===== config.mk =====
export PLATFORM = sky130hd
export DESIGN_NAME = fetch_unit_flat
export DESIGN_NICKNAME = d
export VERILOG_FILES = /design/src/rtl/fetch_unit_if.sv /design/src/rtl/fetch_unit.sv /design/src/flat_wrapper.sv
export SDC_FILE = /design/constraint.sdc
export NUM_CORES = 1
export LEC_CHECK = 0
export CAP_MARGIN = 20
export CORE_UTILIZATION = 44
export CTS_CLUSTER_SIZE = 30
export DETAILED_ROUTE_END_ITERATION = 8
export PLACE_DENSITY = 0.81
export RECOVER_POWER = 25
export SYNTH_ARGS = -nofsm -noshare
export SYNTH_HDL_FRONTEND = slang
export SYNTH_SLANG_ARGS = --single-unit

===== constraint.sdc =====
create_clock -name CLK -period 2.2 [get_ports CLK]
set_clock_uncertainty 0.15 [all_clocks]
set_input_delay 0.44 -clock CLK [delete_from_list [all_inputs] [get_ports CLK]]
set_output_delay 0.44 -clock CLK [all_outputs]
set_load 0.01 [all_outputs]

===== src/rtl/fetch_unit_if.sv =====
// Bundle of the fetch stage's external signals. It carries the instruction
// memory port and the decode-side port.
//   slave  : the view used by fetch_unit. It receives ihit/imemload and
//            stall/redirect/redirect_pc/halt. It drives imemREN/imemaddr and
//            instr/instr_valid/npc/halted/icount.
//   master : the view used by the environment (memory + control unit).
interface fetch_unit_if;
  logic        ihit;
  logic [31:0] imemload;
  logic        imemREN;
  logic [31:0] imemaddr;
  logic        stall;
  logic        redirect;
  logic [31:0] redirect_pc;
  logic        halt;
  logic [31:0] instr;
  logic        instr_valid;
  logic [31:0] npc;
  logic        halted;
  logic [31:0] icount;

  modport slave (
    input  ihit, imemload, stall, redirect, redirect_pc, halt,
    output imemREN, imemaddr, instr, instr_valid, npc, halted, icount
  );

  modport master (
    output ihit, imemload, stall, redirect, redirect_pc, halt,
    input  imemREN, imemaddr, instr, instr_valid, npc, halted, icount
  );
endinterface


===== src/rtl/fetch_unit.sv =====
// Instruction fetch stage. It owns the PC and issues word reads to
// instruction memory. It holds one fetched word in a single-entry buffer for
// the control unit. It follows redirects, stops on a consumed HALT, and
// counts consumed instructions.
// Ports:
//   CLK   rising-edge clock
//   nRST  asynchronous active-low reset
//   bus   fetch_unit_if.slave. It carries these signals:
//         - imem side: ihit, imemload, imemREN, imemaddr
//         - decode side: stall, redirect, redirect_pc, halt, instr,
//           instr_valid, npc, halted, icount
module fetch_unit #(
  parameter logic [31:0] PC_INIT = 32'h0000_0000
) (
  input  logic            CLK,
  input  logic            nRST,
  fetch_unit_if.slave     bus
);

  typedef enum logic [1:0] {
    FETCH  = 2'd0,
    VALID  = 2'd1,
    HALTED = 2'd2
  } state_t;

  state_t      state_q, state_d;
  logic [31:0] pc_q, pc_d;
  logic [31:0] instr_q, instr_d;
  logic [31:0] instr_pc_q, instr_pc_d;
  logic [31:0] icount_q, icount_d;
  logic        consume;
  logic [31:0] redirect_pc_aligned;

  // The low two bits of a redirect target are not meaningful for word fetch.
  assign redirect_pc_aligned = bus.redirect_pc & 32'hFFFF_FFFC;

  // The buffered word is handed over whenever it is live and not stalled.
  // This is true even when a redirect or halt happens on the same edge.
  assign consume = (state_q == VALID) && !bus.stall;

  always_comb begin
    state_d    = state_q;
    pc_d       = pc_q;
    instr_d    = instr_q;
    instr_pc_d = instr_pc_q;
    icount_d   = icount_q;

    if (consume) begin
      icount_d = icount_q + 32'd1;
    end

    unique case (state_q)
      FETCH: begin
        // A redirect wins over a same-cycle hit. The returned word belongs to
        // the old path, so it is dropped.
        if (bus.redirect) begin
          pc_d = redirect_pc_aligned;
        end else if (bus.ihit) begin
          instr_d    = bus.imemload;
          instr_pc_d = pc_q;
          pc_d       = pc_q + 32'd4;
          state_d    = VALID;
        end
      end
      VALID: begin
        if (consume && bus.halt) begin
          state_d = HALTED;
        end else if (bus.redirect) begin
          pc_d    = redirect_pc_aligned;
          state_d = FETCH;
        end else if (!bus.stall) begin
          if (bus.ihit) begin
            instr_d    = bus.imemload;
            instr_pc_d = pc_q;
            pc_d       = pc_q + 32'd4;
          end else begin
            state_d = FETCH;
          end
        end
      end
      HALTED: begin
        // Only reset leaves HALTED.
      end
      default: begin
        state_d = FETCH;
      end
    endcase
  end

  always_ff @(posedge CLK or negedge nRST) begin
    if (!nRST) begin
      state_q    <= FETCH;
      pc_q       <= PC_INIT;
      instr_q    <= 32'd0;
      instr_pc_q <= 32'd0;
      icount_q   <= 32'd0;
    end else begin
      state_q    <= state_d;
      pc_q       <= pc_d;
      instr_q    <= instr_d;
      instr_pc_q <= instr_pc_d;
      icount_q   <= icount_d;
    end
  end

  // A stalled VALID state requests nothing, because a returned word would
  // have nowhere to go.
  assign bus.imemREN     = (state_q == FETCH) || ((state_q == VALID) && !bus.stall);
  assign bus.imemaddr    = pc_q;
  assign bus.instr       = instr_q;
  assign bus.instr_valid = (state_q == VALID);
  assign bus.npc         = instr_pc_q + 32'd4;
  assign bus.halted      = (state_q == HALTED);
  assign bus.icount      = icount_q;

endmodule


===== src/flat_wrapper.sv =====
// flat-port wrapper written by rule: the top's interface ports become plain ports
module fetch_unit_flat 
#(
  parameter logic [31:0] PC_INIT = 32'h0000_0000
)
  (CLK, nRST, bus_ihit, bus_imemload, bus_stall, bus_redirect, bus_redirect_pc, bus_halt, bus_imemREN, bus_imemaddr, bus_instr, bus_instr_valid, bus_npc, bus_halted, bus_icount);
  fetch_unit_if bus_i ();
  input  logic CLK;
  input  logic nRST;
  input wire logic [$bits(bus_i.ihit)-1:0] bus_ihit;
  input wire logic [$bits(bus_i.imemload)-1:0] bus_imemload;
  input wire logic [$bits(bus_i.stall)-1:0] bus_stall;
  input wire logic [$bits(bus_i.redirect)-1:0] bus_redirect;
  input wire logic [$bits(bus_i.redirect_pc)-1:0] bus_redirect_pc;
  input wire logic [$bits(bus_i.halt)-1:0] bus_halt;
  output wire logic [$bits(bus_i.imemREN)-1:0] bus_imemREN;
  output wire logic [$bits(bus_i.imemaddr)-1:0] bus_imemaddr;
  output wire logic [$bits(bus_i.instr)-1:0] bus_instr;
  output wire logic [$bits(bus_i.instr_valid)-1:0] bus_instr_valid;
  output wire logic [$bits(bus_i.npc)-1:0] bus_npc;
  output wire logic [$bits(bus_i.halted)-1:0] bus_halted;
  output wire logic [$bits(bus_i.icount)-1:0] bus_icount;
  assign bus_i.ihit = bus_ihit;
  assign bus_i.imemload = bus_imemload;
  assign bus_i.stall = bus_stall;
  assign bus_i.redirect = bus_redirect;
  assign bus_i.redirect_pc = bus_redirect_pc;
  assign bus_i.halt = bus_halt;
  assign bus_imemREN = bus_i.imemREN;
  assign bus_imemaddr = bus_i.imemaddr;
  assign bus_instr = bus_i.instr;
  assign bus_instr_valid = bus_i.instr_valid;
  assign bus_npc = bus_i.npc;
  assign bus_halted = bus_i.halted;
  assign bus_icount = bus_i.icount;
  fetch_unit #(.PC_INIT(PC_INIT)) u_core (.CLK(CLK), .nRST(nRST), .bus(bus_i));
endmodule

After elaboration in Yosys (flattened, before gate mapping). Index checks and enable logic that the tools add are counted.

Flip-flop bits (word level): 130. Input bits: 70. Output and inout bits: 131. Word-level logic and storage cells: 53.

Add/subtract/negate cells: 3. Equality and inequality tests: 10. Muxes and demuxes: 25. Bitwise logic cells: 1. Reductions and logical operators: 9.

Operators by type and width (number): 32-bit 2-to-1 mux (15); 32-bit one-hot mux with 2 select lines (3); 32-bit by 3-bit adder with 32-bit output (second input constant) (2); 32-bit by 1-bit adder with 32-bit output (second input constant) (1); 2-bit 2-to-1 mux (6); 2-bit inequality test (second input constant) (5); 5-bit AND reduction (2); 4-bit by 3-bit inequality test with 1-bit output (second input constant) (2); 2-bit one-hot mux with 3 select lines (1); 3-bit inequality test (second input constant) (1); 3-bit AND reduction (1); 2-bit by 1-bit equality test with 1-bit output (second input constant) (1); 2-bit equality test (second input constant) (1); 1-bit logical AND (2); 2-bit zero test (1); 2-bit nonzero test (1); 1-bit zero test (1); 1-bit logical OR (1); 1-bit NOT (1).

Logic depth before layout (Yosys ltp).
Depth after elaboration: 6. Mapped depth: 8. Depth with buffers taken out: 6.

Worst setup path before layout. OpenSTA, ideal clock, no wires.

Path kind: register to output. Start: register u_core.instr_pc_q[11]. End: output bus_npc[31]. Arrival time: 1630 ps. Required time: 1610 ps. Path slack: -20 ps. Stages on the path, launching flop included: 7. Path buffers: 1. Cells stage by stage: dfrtp_1 > and4_1 > nand3_1 > or3_1 > clkbuf_1 > nor3_2 > xor2_1.

Cells in the longest elaborated chain, start to end: 1.

Ends and longest elaborated chain: start, declared (RTL line fetch_unit.sv:29) `logic [31:0] instr_pc_q, instr_pc_d;`; start signal, assigned (RTL line fetch_unit.sv:101) `instr_pc_q <= instr_pc_d;`; 32-bit by 3-bit adder with 32-bit output (RTL line fetch_unit.sv:112) `assign bus.npc = instr_pc_q + 32'd4;`; end, declared (RTL line flat_wrapper.sv:20) `output wire logic [$bits(bus_i.npc)-1:0] bus_npc;`.

No other way between the ends.

Worst setup path after layout.
Start: register u_core.instr_pc_q[5]. End: output bus_npc[31].

The elaborated chain is that of the path after synthesis.

==> results.toml <==
[place]
io_buffers = 194
dpl.hpwl_um = 13300
dp.cells = 1140
gp_congestion = 0.881

[timing]
drv_slew = 0
setup_viol = 24
maxSlewHeadroom = 0.0631
max_slew.worst_pin.slew_ns = 1.41
rsz0062_at_grt = "yes"
fin_crit_sh = 1.18
finalHoldViolCount = 0
finalWorstSetupSlack_ns = -0.400
layout_min_cycle_time_ns = 2.60
hold_ws_ns = 0.0734
clock.fmax_ghz = 0.385

[layout]
final_cells = 1182
area_delta_synth_final_pct = 54.3
diodes = 0
layout-drive-gt1-share = 0.194
final_nets = 1062

[yosys]
synth-main-ff-cell = "dfrtp_1"
synth_largest_area_cell = "dfrtp_1"
synth.top_cell.area_share = 0.497
synthArstFlopShare = 1.00
synth_area_sq_um = 6350
ys_ff_latch = 126
ys_seq_area_frac = 0.497
synth_edf_count = 0
yosys.cell_types.count = 56
yosys_warnings = 0
syn-instance-count = 716
syn_avg_cell_area_sq_um = 8.86
ys_top_cells_by_area = "dfrtp_1 50%, nand2_1 13%, xnor2_1 4.8%, xor2_1 3.3%, nor2_1 2.7%"

[global_route]
grt_first_pass_wirelength_um = 30200
grt_pass1_vias = 6103
antenna_found_initial = 0
use_met3 = 0.0641
met1_usage = 0.342
top_usage_layer = "met2"
grt_usage = 0.263
grt_max_degree = 58
use_met2 = 0.413
grt.overflow.total = 0

[clocking]
root_buffer = "clkbuf_16"
cts_max_path_buffers = 2
clkSinkCount = 126
cts_buffers = 17
clkTransAtPathRegs_ns = 0.06
clk_latency_ns = 0.42
cts_tree = "built"
h-tree-depth = 4

[critical_path]
startpoint_type = "flip-flop"
critPathKind = "flip-flop to output port"
endpoint_kind = "output port"
critical_path.top_delay_family = "simple AND/OR/NAND/NOR gates"
cp_num_buf_inv = 1
slowest_stage = "or3_4"
arrival_ns = 2.01
crit_chain = "and3_4, nand4_1, or3_4, nor3_2, xor2_1, buf_2"
required_ns = 1.61
cp_max_fo = 5
crit_path_max_incr_delay_ns = 0.47

[drt]
wirelength_um = 18900
route.detailed.drc = 0
antenna_left = 0
vias = 6268
viasPerCell = 5.30
first_iter_violations = 536
drtPass1Iterations = 5
wire_per_inst_um = 16.0

[floorplan]
core_area_sq_um = 14000
start_util = 0.454
die_h_um = 122
rows = 43
ios = 201
dieArea_sq_um = 14900
die_w_um = 122

[power]
leakagePower_nw = 4.53
ir_drop_mv = 0.597
power_density_nw_per_um2 = 1130

[min_path]
hp-class = "input pin to flip-flop"

[outcome]
outcome = "finished, violations left"
violations = "negative setup slack"

[job]
drv_cap = 0
==> cell families (layout without fill, tap and decap cells) <==
logic type                 Yosys count  after routing  synth area share
xor gates and xnor gates            59             59            0.0814
and+or+nand+nor                    376            376             0.273
other                                1              4          0.000591
DFF                                126            126             0.497
muxes                                3              3           0.00493
AOI/OAI and AO/OA                   99             99            0.0998
adders and majority gates            3              3           0.00592
buffers and inverters               49            332            0.0375
==> cell usage after synthesis (2+ instances only) <==
cell type and n:
or2_1 2, a311oi_1 8, nor2_2 2, o21ai_0 30, a22o_1 2, nor3_1 14
o31ai_1 2, ha_1 3, buf_4 7, o211ai_1 2, nand2_1 213, o22ai_1 8
and3_1 15, inv_1 14, dfrtp_1 126, clkbuf_1 15, xnor2_1 35, a31o_2 2
buf_2 9, nor2_1 45, or3_1 10, a22oi_1 4, nand3_1 33, a311o_1 3
a31oi_1 3, nand4_1 17, xor2_1 24, mux2i_1 2, a211oi_1 4, and4_1 6
o21a_1 2, nor2b_1 3, buf_6 2, a21oi_1 23, o22a_1 2, and2_1 4
==> power by group <==
group / switching, W / internal (W)
clock: 0.00106 / 0.00202
combinational: 0.00211 / 0.00221
sequential: 0.000616 / 0.00302
total: 0.00378 / 0.00725
==> cell usage in the layout, fill, tap and decap left out, types with 4 or more instances in the layout <==
| cell type | count |
|---|---|
| a211oi_1 | 4 |
| nand2_1 | 211 |
| a22oi_1 | 4 |
| and3_1 | 13 |
| buf_6 | 4 |
| buf_2 | 26 |
| clkdlybuf4s50_1 | 159 |
| nor2_1 | 35 |
| conb_1 | 4 |
| xor2_1 | 24 |
| buf_4 | 82 |
| inv_1 | 13 |
| a311oi_1 | 8 |
| nor3_1 | 12 |
| nand3_2 | 4 |
| o22ai_1 | 8 |
| and4_1 | 6 |
| o21ai_0 | 30 |
| dfrtp_1 | 124 |
| bufinv_16 | 5 |
| xnor2_1 | 33 |
| a21oi_1 | 23 |
| clkbuf_16 | 17 |
| nand4_1 | 17 |
| or3_1 | 8 |
| nor2_2 | 5 |
| nor2_4 | 7 |
| nand3_1 | 28 |
| buf_12 | 5 |
==> worst register-to-register path, cell delays in order, from the launching register on <==
cell and delay (ns):
dfrtp_1 0.44, and4_1 0.30, nand4_1 0.26, nor3_4 0.38
a311oi_1 0.15, a311oi_1 0.27
==> per-stage QoR <==
stage          TNS (ns)  total power, W  utilization  instance area [sq um]  setup WS, ns
4_1_cts           -6.76          0.0110        0.696                   9730        -0.376
5_1_grt          -10.97          0.0117        0.700                   9790        -0.471
2_1_floorplan         0         0.00539            -                   6360      0.000430
3_5_place_dp     -29.34         0.00808        0.646                   9030        -0.437
3_3_place_gp     -26.38         0.00798        0.646                   9030        -0.411
6_report          -7.54          0.0110        0.700                   9790        -0.400
==> sequential cells by signal (all words and copies together), names as in the netlist <==
register and count:
u_core.bus.imemaddr 30, u_core.state_q 2, u_core.instr_pc_q 30, u_core.bus.instr 32
u_core.bus.icount 32
==> path summary, 6_finish.rpt <==
path	startpoint	endpoint	slack [ns]	cells after the start
setup / recovery	u_core.instr_pc_q[5]	bus_npc[31]	-0.40	6
hold / removal	bus_redirect	u_core.state_q[0]	0.07	2
setup reg to reg	u_core.bus.imemaddr[8]	u_core.bus.imemaddr[25]	0.15	5
hold reg to reg	u_core.bus.instr[8]	u_core.bus.instr[8]	0.32	2
max in group asynchronous	nRST	u_core.bus.imemaddr[29]	0.22	3
min in group asynchronous	nRST	u_core.bus.imemaddr[2]	0.73	2
==> metal layers <==
layer | vias to the layer above | part of all wire
li1 | 2989 | -
met1 | 2968 | 0.42
met2 | 266 | 0.47
met3 | 45 | 0.070
met4 | 0 | 0.034
met5 | - | 0
==> cell type report <==
class	count	area (sq um)
Tap cell	180	225
Multi-Input combinational cell	544	3150
Clock inverter	13	211
Clock buffer	19	433
Timing Repair Buffer	286	2560
Sequential cell	126	3160
Fill cell	1041	4200
Inverter	14	55.1
==> what timing repair did <==
item	CTS	global route
buffers inserted	6	4
pin swaps	26	17
hold endpoints to repair	21	0
hold buffers	1	0
cloned	0	0
gates resized for setup	141	17
setup endpoints to repair	32	30
(Power assumes the default switching activity.)
